**src/rtl/fetch_run_ctrl_pkg.sv**
```systemverilog
// Shared definitions for the fetch run/step scheduler: CPU mode codes seen by IFetch,
// scheduler state encoding and the syscall opcode.
package fetch_run_ctrl_pkg;

  localparam logic [3:0]  MODE_IDLE     = 4'd0;
  localparam logic [3:0]  MODE_RUN      = 4'd5;
  localparam logic [3:0]  MODE_CLEAR    = 4'd6;
  localparam logic [31:0] SYSCALL_INSTR = 32'h0000_000C;

  typedef enum logic [2:0] {
    ST_IDLE  = 3'd0,
    ST_PROG  = 3'd1,
    ST_CLEAR = 3'd2,
    ST_RUN   = 3'd3,
    ST_STEP  = 3'd4,
    ST_HALT  = 3'd5
  } run_state_e;

  // IFetch advances the PC in RUN and STEP and zeroes it in CLEAR.
  function automatic logic [3:0] mode_of(run_state_e s);
    case (s)
      ST_CLEAR:        return MODE_CLEAR;
      ST_RUN, ST_STEP: return MODE_RUN;
      default:         return MODE_IDLE;
    endcase
  endfunction

endpackage

```
**src/rtl/fetch_run_ctrl_btn_edge.sv**
```systemverilog
// Raw board button to one-cycle press pulse: 2-flop synchronizer, level debounce,
// registered rising-edge detect. Press-to-pulse latency is 2 + DEBOUNCE_CYCLES + 1 cycles.
module fetch_run_ctrl_btn_edge #(
  parameter logic [15:0] DEBOUNCE_CYCLES = 16'd50000
) (
  input  logic clk,
  input  logic rst_n,
  input  logic btn,
  output logic pulse
);

  logic [1:0]  sync_q;
  logic [15:0] cnt_q;
  logic        level_q;
  logic        level_d_q;

  // cnt_q counts consecutive cycles the synchronized input disagrees with the accepted level.
  always_ff @(posedge clk or negedge rst_n) begin
    if (!rst_n) begin
      sync_q    <= '0;
      cnt_q     <= '0;
      level_q   <= 1'b0;
      level_d_q <= 1'b0;
      pulse     <= 1'b0;
    end else begin
      sync_q <= {sync_q[0], btn};
      if (sync_q[1] == level_q) begin
        cnt_q <= '0;
      end else if (({1'b0, cnt_q} + 17'd1) >= {1'b0, DEBOUNCE_CYCLES}) begin
        level_q <= sync_q[1];
        cnt_q   <= '0;
      end else begin
        cnt_q <= cnt_q + 16'd1;
      end
      level_d_q <= level_q;
      pulse     <= level_q & ~level_d_q;
    end
  end

endmodule

```
**src/rtl/fetch_run_ctrl.sv**
```systemverilog
// Run/step scheduler for the fetch stage: turns board buttons, UART programming status,
// breakpoint and syscall detection into the CPU mode driven to IFetch.
module fetch_run_ctrl
  import fetch_run_ctrl_pkg::*;
#(
  parameter logic [15:0] DEBOUNCE_CYCLES = 16'd50000,
  parameter logic [3:0]  CLEAR_CYCLES    = 4'd2
) (
  input  logic        clk_i,
  input  logic        rst_n_i,
  input  logic        start_i,
  input  logic        step_i,
  input  logic        halt_i,
  input  logic        upg_rst_i,
  input  logic        upg_done_i,
  input  logic [31:0] pc_i,
  input  logic [31:0] instruction_i,
  input  logic        bp_en_i,
  input  logic [13:0] bp_addr_i,
  output logic [3:0]  mode_o,
  output logic        upg_mode_o,
  output logic        running_o,
  output logic [2:0]  state_o,
  output logic [31:0] cycle_cnt_o
);

  logic start_p, step_p, halt_p;

  fetch_run_ctrl_btn_edge #(.DEBOUNCE_CYCLES(DEBOUNCE_CYCLES)) u_start (
    .clk(clk_i), .rst_n(rst_n_i), .btn(start_i), .pulse(start_p));
  fetch_run_ctrl_btn_edge #(.DEBOUNCE_CYCLES(DEBOUNCE_CYCLES)) u_step (
    .clk(clk_i), .rst_n(rst_n_i), .btn(step_i), .pulse(step_p));
  fetch_run_ctrl_btn_edge #(.DEBOUNCE_CYCLES(DEBOUNCE_CYCLES)) u_halt (
    .clk(clk_i), .rst_n(rst_n_i), .btn(halt_i), .pulse(halt_p));

  run_state_e  state_q, state_d;
  logic [3:0]  clr_cnt_q;
  logic        go_run_q;
  logic        skip_bp_q;
  logic [31:0] cycle_cnt_q;
  logic        clr_done;
  logic        enter_clear;
  logic        bp_hit;
  logic        syscall_hit;
  logic        pc_hi_unused;

  // Breakpoints cover the 14-bit instruction memory; upper PC bits play no part.
  assign pc_hi_unused = ^pc_i[31:14];

  assign upg_mode_o  = ~upg_rst_i & ~upg_done_i;
  assign clr_done    = ({1'b0, clr_cnt_q} + 5'd1) >= {1'b0, CLEAR_CYCLES};
  assign bp_hit      = bp_en_i & (pc_i[13:0] == bp_addr_i) & ~skip_bp_q;
  assign syscall_hit = (instruction_i == SYSCALL_INSTR);
  assign enter_clear = (state_d == ST_CLEAR) && (state_q != ST_CLEAR);

  always_comb begin
    state_d = state_q;
    if (upg_mode_o) begin
      state_d = ST_PROG;
    end else begin
      case (state_q)
        ST_IDLE:  if (start_p) state_d = ST_CLEAR;
        ST_PROG:  state_d = ST_CLEAR;
        ST_CLEAR: if (clr_done) state_d = go_run_q ? ST_RUN : ST_HALT;
        ST_RUN:   if (halt_p || syscall_hit || bp_hit) state_d = ST_HALT;
        ST_HALT: begin
          if (start_p)     state_d = ST_RUN;
          else if (step_p) state_d = ST_STEP;
        end
        ST_STEP:  state_d = ST_HALT;
        default:  state_d = ST_IDLE;
      endcase
    end
  end

  always_ff @(posedge clk_i or negedge rst_n_i) begin
    if (!rst_n_i) begin
      state_q     <= ST_IDLE;
      clr_cnt_q   <= '0;
      go_run_q    <= 1'b0;
      skip_bp_q   <= 1'b0;
      cycle_cnt_q <= '0;
    end else begin
      state_q <= state_d;

      if (enter_clear)             clr_cnt_q <= '0;
      else if (state_q == ST_CLEAR) clr_cnt_q <= clr_cnt_q + 4'd1;

      // A button start runs after the clear; a clear following programming parks in HALT.
      if (state_q == ST_IDLE && state_d == ST_CLEAR)      go_run_q <= 1'b1;
      else if (state_q == ST_PROG && state_d == ST_CLEAR) go_run_q <= 1'b0;

      // Any entry into RUN masks the breakpoint compare for exactly its first cycle.
      skip_bp_q <= (state_d == ST_RUN) && (state_q != ST_RUN);

      if (enter_clear)
        cycle_cnt_q <= '0;
      else if (mode_o == MODE_RUN && cycle_cnt_q != 32'hFFFF_FFFF)
        cycle_cnt_q <= cycle_cnt_q + 32'd1;
    end
  end

  assign mode_o      = mode_of(state_q);
  assign running_o   = (state_q == ST_RUN);
  assign state_o     = state_q;
  assign cycle_cnt_o = cycle_cnt_q;

endmodule

```
**config.mk**
```make
export PLATFORM = sky130hd
export DESIGN_NAME = fetch_run_ctrl
export DESIGN_NICKNAME = d
export VERILOG_FILES = /design/src/rtl/fetch_run_ctrl_pkg.sv /design/src/rtl/fetch_run_ctrl_btn_edge.sv /design/src/rtl/fetch_run_ctrl.sv
export SDC_FILE = /design/constraint.sdc
export NUM_CORES = 1
export LEC_CHECK = 0
export CAP_MARGIN = 5
export CELL_PAD_IN_SITES_DETAIL_PLACEMENT = 1
export CELL_PAD_IN_SITES_GLOBAL_PLACEMENT = 1
export CORE_MARGIN = 8
export CORE_UTILIZATION = 30
export DETAILED_ROUTE_END_ITERATION = 8
export PLACE_DENSITY_LB_ADDON = 0.1
export SKIP_LAST_GASP = 1
export SYNTH_ARGS = -nofsm -noshare
export SYNTH_HDL_FRONTEND = slang
export SYNTH_SLANG_ARGS = --single-unit
export TNS_END_PERCENT = 50
```
**constraint.sdc**
```tcl
create_clock -name clk_i -period 2.8 [get_ports clk_i]
set_clock_uncertainty 0.05 [all_clocks]
set_input_delay 0.56 -clock clk_i [delete_from_list [all_inputs] [get_ports clk_i]]
set_output_delay 0.56 -clock clk_i [all_outputs]
set_load 0.01 [all_outputs]
```
==> results.md <==
- Outcome: finished, final reports clean
- Final antenna diode count: 0
- Routed wl met2: 9.08 mm
- Worst hold-check path type: in2async
- MaxCap Viol Count: 0
- First DRT Iteration DRCs: around 230
- Overall power consumption: approximately 4.0 mW
- Combinational group share of total power: 23.9%
- CTS root buf: sky130_fd_sc_hd__clkbuf_16
- Average routed wire per standard cell: 17.7 um
- Detailed-routing iteration count for the pre-antenna-repair pass: 4
- Clock buffer count from CTS: 9
- Count of final max-slew check failures: 0
- Total negative slack for setup checks: 0 ps
- Number of enable-type register cells in the synthesized netlist: 0
- Nature of the critical path startpoint: register
- Net switching power figure: about 1.2 mW
- Final net count: 848
- M1 wire length: 8.26 mm
- Pin count of the biggest net entering global routing: 47
- Maximum clock frequency: 379 MHz
- Stage delay of the slowest cell on the critical path: 500 ps
- Post-DP Area: 7630 um2
- Overall routing resource usage: approximately 15%
- Slew at the pin with the worst max-slew slack: 573 ps
- Port buffer count: ~110
- Slew HR: 61.2%
- Initial core utilization: 30.5%
- Number of antenna violations at the first check in global routing: 0
- IR drop worst, VDD: approximately 0.00037 V
- Core Rows: 52
- Mean post-synth cell area: 9.70 um2
- TritonCTS clock tree: yes
- DR vias/cell: 5.16
- Cell family contributing the most delay on the critical path: buffers and inverters
- Half-perimeter wire length after detailed placement: roughly 14 mm
- Gate Count Post-Synth: 634
- Count of unresolved DRC violations after routing: 0
- Highest routed metal layer: met4
- Vert. Die Dim: 159 um
- CP Data Arrival Time: 2030 ps
- Placer Congestion: 0.831
- Area Growth Syn to Fin: 29.3%
- Final period util: 94.3%
- Clock network fraction of design power: 33.2%
- Power density over cell area: 500 nW/um2
- Clock Sink Count: between 100 and 150
- Die outline width: around 160 um
- Yosys reg bits: 104
- Register share of total power: 42.9%
- Area of the mapped netlist: 6150 um2
- Static leakage: 3.13 nW
- Setup repair after global routing missed its margin: yes
- Dpl cells: 1012
- Setup violations, final: 0
- Critical path required time: 2190 ps
- Post-Route WL: between 15 and 20 mm
- Synthesized Nets: between 700 and 800
- Distinct cells, synth: 75
- Sequential fraction of the synthesis area: 42.3%
- Fraction of final layout cells with drive strength greater than 1: 12.1%
- Hold_buf cts: 0
- Synth Warn #: 0
- Number of vias in the routed layout: 5307
- Max H-tree Level: 3
- Critical path endpoint category: primary output
- Final worst hold slack: around 130 ps
- Post-synthesis async set-or-reset flop share: 100%
- Worst path bufs/invs: 2
- CP cell instances: nand3b_1 > inv_1 > nor2_2 > nand2_1 > clkdlybuf4s50_1
- I/O pin cnt: 127
- Cell area after layout: between 7000 and 8000 um2
- Worst setup margin: 160 ps
- Global route total overflow: 0
- Critical-path maximum fanout: 7
- Final core area utilization: 39.4%
- Clock-pin transition on the worst setup and hold timing paths: 70 ps
- Deepest clock path buffer count: 2
- Count of non-filler cells in the finished layout: 1028
- Time the worst path needs with I/O delays and setup: 2640 ps
- Die ar.: 25300 um2
- Vias in the first global route: 5665
- Clock network latency to the later pin of the worst-skew pair: 350 ps
- Slowest cell on the critical path: sky130_fd_sc_hd__dfrtp_1
- Core area: 20200 um2
- Residual antenna-violating net count after detailed routing: 0
- First-pass GRT wire length: 30.9 mm
- Total internal power: roughly 2.7 mW
- Post-placement worst setup slack: 221 ps
- Met3 WL post-DR: 608 um
- Crit Path Category: reg2out
- Post-CTS setup buffers: 0
- Most used flip-flop cell after synthesis: sky130_fd_sc_hd__dfrtp_1
- Switching portion of total power: 31.3%
- Final number of hold-violating endpoints: 0
## what timing repair did
action                                  CTS  global route
resized for setup                         1             2
endpoints found under the setup margin    2             3
hold endpoints to repair                  0             0
## synth_stat cells (3+ instances only)
master	number	area, um2
sky130_fd_sc_hd__a211o_1	3	26.3
sky130_fd_sc_hd__a21boi_0	3	22.5
sky130_fd_sc_hd__a21oi_1	16	80.1
sky130_fd_sc_hd__a31o_2	5	43.8
sky130_fd_sc_hd__a31oi_1	4	25.0
sky130_fd_sc_hd__and2_1	6	37.5
sky130_fd_sc_hd__and3_1	13	81.3
sky130_fd_sc_hd__and4_1	8	70.1
sky130_fd_sc_hd__buf_2	4	20.0
sky130_fd_sc_hd__buf_4	3	22.5
sky130_fd_sc_hd__buf_6	3	33.8
sky130_fd_sc_hd__clkbuf_1	7	26.3
sky130_fd_sc_hd__dfrtp_1	104	2600
sky130_fd_sc_hd__ha_1	9	113
sky130_fd_sc_hd__inv_1	12	45.0
sky130_fd_sc_hd__nand2_1	52	195
sky130_fd_sc_hd__nand2b_1	4	25.0
sky130_fd_sc_hd__nand3_1	34	170
sky130_fd_sc_hd__nand4_1	26	163
sky130_fd_sc_hd__nor2_1	66	248
sky130_fd_sc_hd__nor2_2	10	62.6
sky130_fd_sc_hd__nor2b_1	6	37.5
sky130_fd_sc_hd__nor3_1	19	95.1
sky130_fd_sc_hd__nor3_2	8	80.1
sky130_fd_sc_hd__nor3b_1	6	45.0
sky130_fd_sc_hd__nor4_1	20	125
sky130_fd_sc_hd__nor4_2	9	113
sky130_fd_sc_hd__o2111ai_1	3	26.3
sky130_fd_sc_hd__o21ai_0	13	65.1
sky130_fd_sc_hd__o31ai_1	5	37.5
sky130_fd_sc_hd__or3_1	13	81.3
sky130_fd_sc_hd__or4_1	4	30.0
sky130_fd_sc_hd__xnor2_1	41	359
sky130_fd_sc_hd__xor2_1	40	350
## path summary, 6_finish.rpt
path | to | cells after the start | slack (ps) | from
min in group clk_i | u_step.sync_q[1] | 0 | 310 | u_step.sync_q[0]
setup reg to reg | u_start.cnt_q[7] | 8 | 330 | u_start.cnt_q[0]
max in group asynchronous | cycle_cnt_o[25] | 2 | 1830 | rst_n_i
hold / removal | u_start.cnt_q[0] | 1 | 130 | rst_n_i
setup / recovery | mode_o[2] | 5 | 160 | state_o[2]
hold reg to reg | u_step.sync_q[1] | 0 | 310 | u_step.sync_q[0]
## metal layers
metal  vias to the layer above  track usage, %
li1                       2541               -
met1                      2655            18.0
met2                        95            26.0
met3                        16            2.74
met4                         0            4.46
met5                         -               0
## cells in the final DEF (no fill, tap or decap), types with 3 or more instances in the layout
cell                              synthesis  layout
sky130_fd_sc_hd__a211o_1                  3       3
sky130_fd_sc_hd__a21boi_0                 3       3
sky130_fd_sc_hd__a21oi_1                 16      16
sky130_fd_sc_hd__a31o_2                   5       5
sky130_fd_sc_hd__a31oi_1                  4       4
sky130_fd_sc_hd__and2_1                   6       6
sky130_fd_sc_hd__and3_1                  13      13
sky130_fd_sc_hd__and4_1                   8       8
sky130_fd_sc_hd__buf_12                   0       3
sky130_fd_sc_hd__buf_4                    3      17
sky130_fd_sc_hd__clkbuf_16                0       9
sky130_fd_sc_hd__clkdlybuf4s50_1          0     106
sky130_fd_sc_hd__dfrtp_1                104     103
sky130_fd_sc_hd__ha_1                     9       9
sky130_fd_sc_hd__inv_1                   12      12
sky130_fd_sc_hd__nand2_1                 52      52
sky130_fd_sc_hd__nand2b_1                 4       4
sky130_fd_sc_hd__nand3_1                 34      33
sky130_fd_sc_hd__nand4_1                 26      26
sky130_fd_sc_hd__nor2_1                  66      65
sky130_fd_sc_hd__nor2_2                  10      11
sky130_fd_sc_hd__nor2b_1                  6       6
sky130_fd_sc_hd__nor3_1                  19      19
sky130_fd_sc_hd__nor3_2                   8       8
sky130_fd_sc_hd__nor3b_1                  6       6
sky130_fd_sc_hd__nor4_1                  20      20
sky130_fd_sc_hd__nor4_2                   9       8
sky130_fd_sc_hd__o2111ai_1                3       3
sky130_fd_sc_hd__o21ai_0                 13      13
sky130_fd_sc_hd__o31ai_1                  5       5
sky130_fd_sc_hd__or3_1                   13      13
sky130_fd_sc_hd__or4_1                    4       4
sky130_fd_sc_hd__xnor2_1                 41      41
sky130_fd_sc_hd__xor2_1                  40      40
## state kept, by name, indices dropped and copies added (netlist names), 3 cells and up
name,count
clr_cnt_q,4
cycle_cnt_o,32
state_o,3
u_halt.cnt_q,16
u_start.cnt_q,16
u_step.cnt_q,16
## cells by family (layout without fill, tap and decap cells)
family | Yosys count | count (layout) | synth area share, %
simple gates | 319 | 319 | 29.6
compound gates | 86 | 86 | 11.4
xor+xnor | 81 | 81 | 11.5
mux | 3 | 3 | 0.529
other cells | 1 | 1 | 0.0610
buf+inv | 30 | 154 | 2.54
flops | 104 | 104 | 42.3
fa+ha+maj | 10 | 10 | 1.99
## power groups by stage
stage	Sequential, mW	Clock, mW	Combinational [mW]
finish	1.71	1.32	0.948
detailed placement	1.74	0	0.959
CTS	1.71	1.39	0.966
global placement	1.73	0	0.930
floorplan	1.70	0	0.484
global route	1.73	1.44	1.05
## cell type report
| class | instances | area, um2 |
|---|---|---|
| inverter | 12 | 45.0 |
| clock buffer | 10 | 239 |
| fill | 2275 | 12200 |
| timing repair buffer | 126 | 1250 |
| multi-input combinational | 500 | 3410 |
| sequential | 104 | 2600 |
| clock inverter | 6 | 67.6 |
| tap | 270 | 338 |
## worst register-to-register path, delay by kind of cell (launching register included)
| family | cells | cell delay [ps] |
|---|---|---|
| AOI/OAI and AO/OA | 2 | 230 |
| adders and majority gates | 1 | 310 |
| buffers and inverters | 1 | 160 |
| DFF | 1 | 450 |
| and+or+nand+nor | 4 | 1150 |
Power figures use the tool's default switching activity.
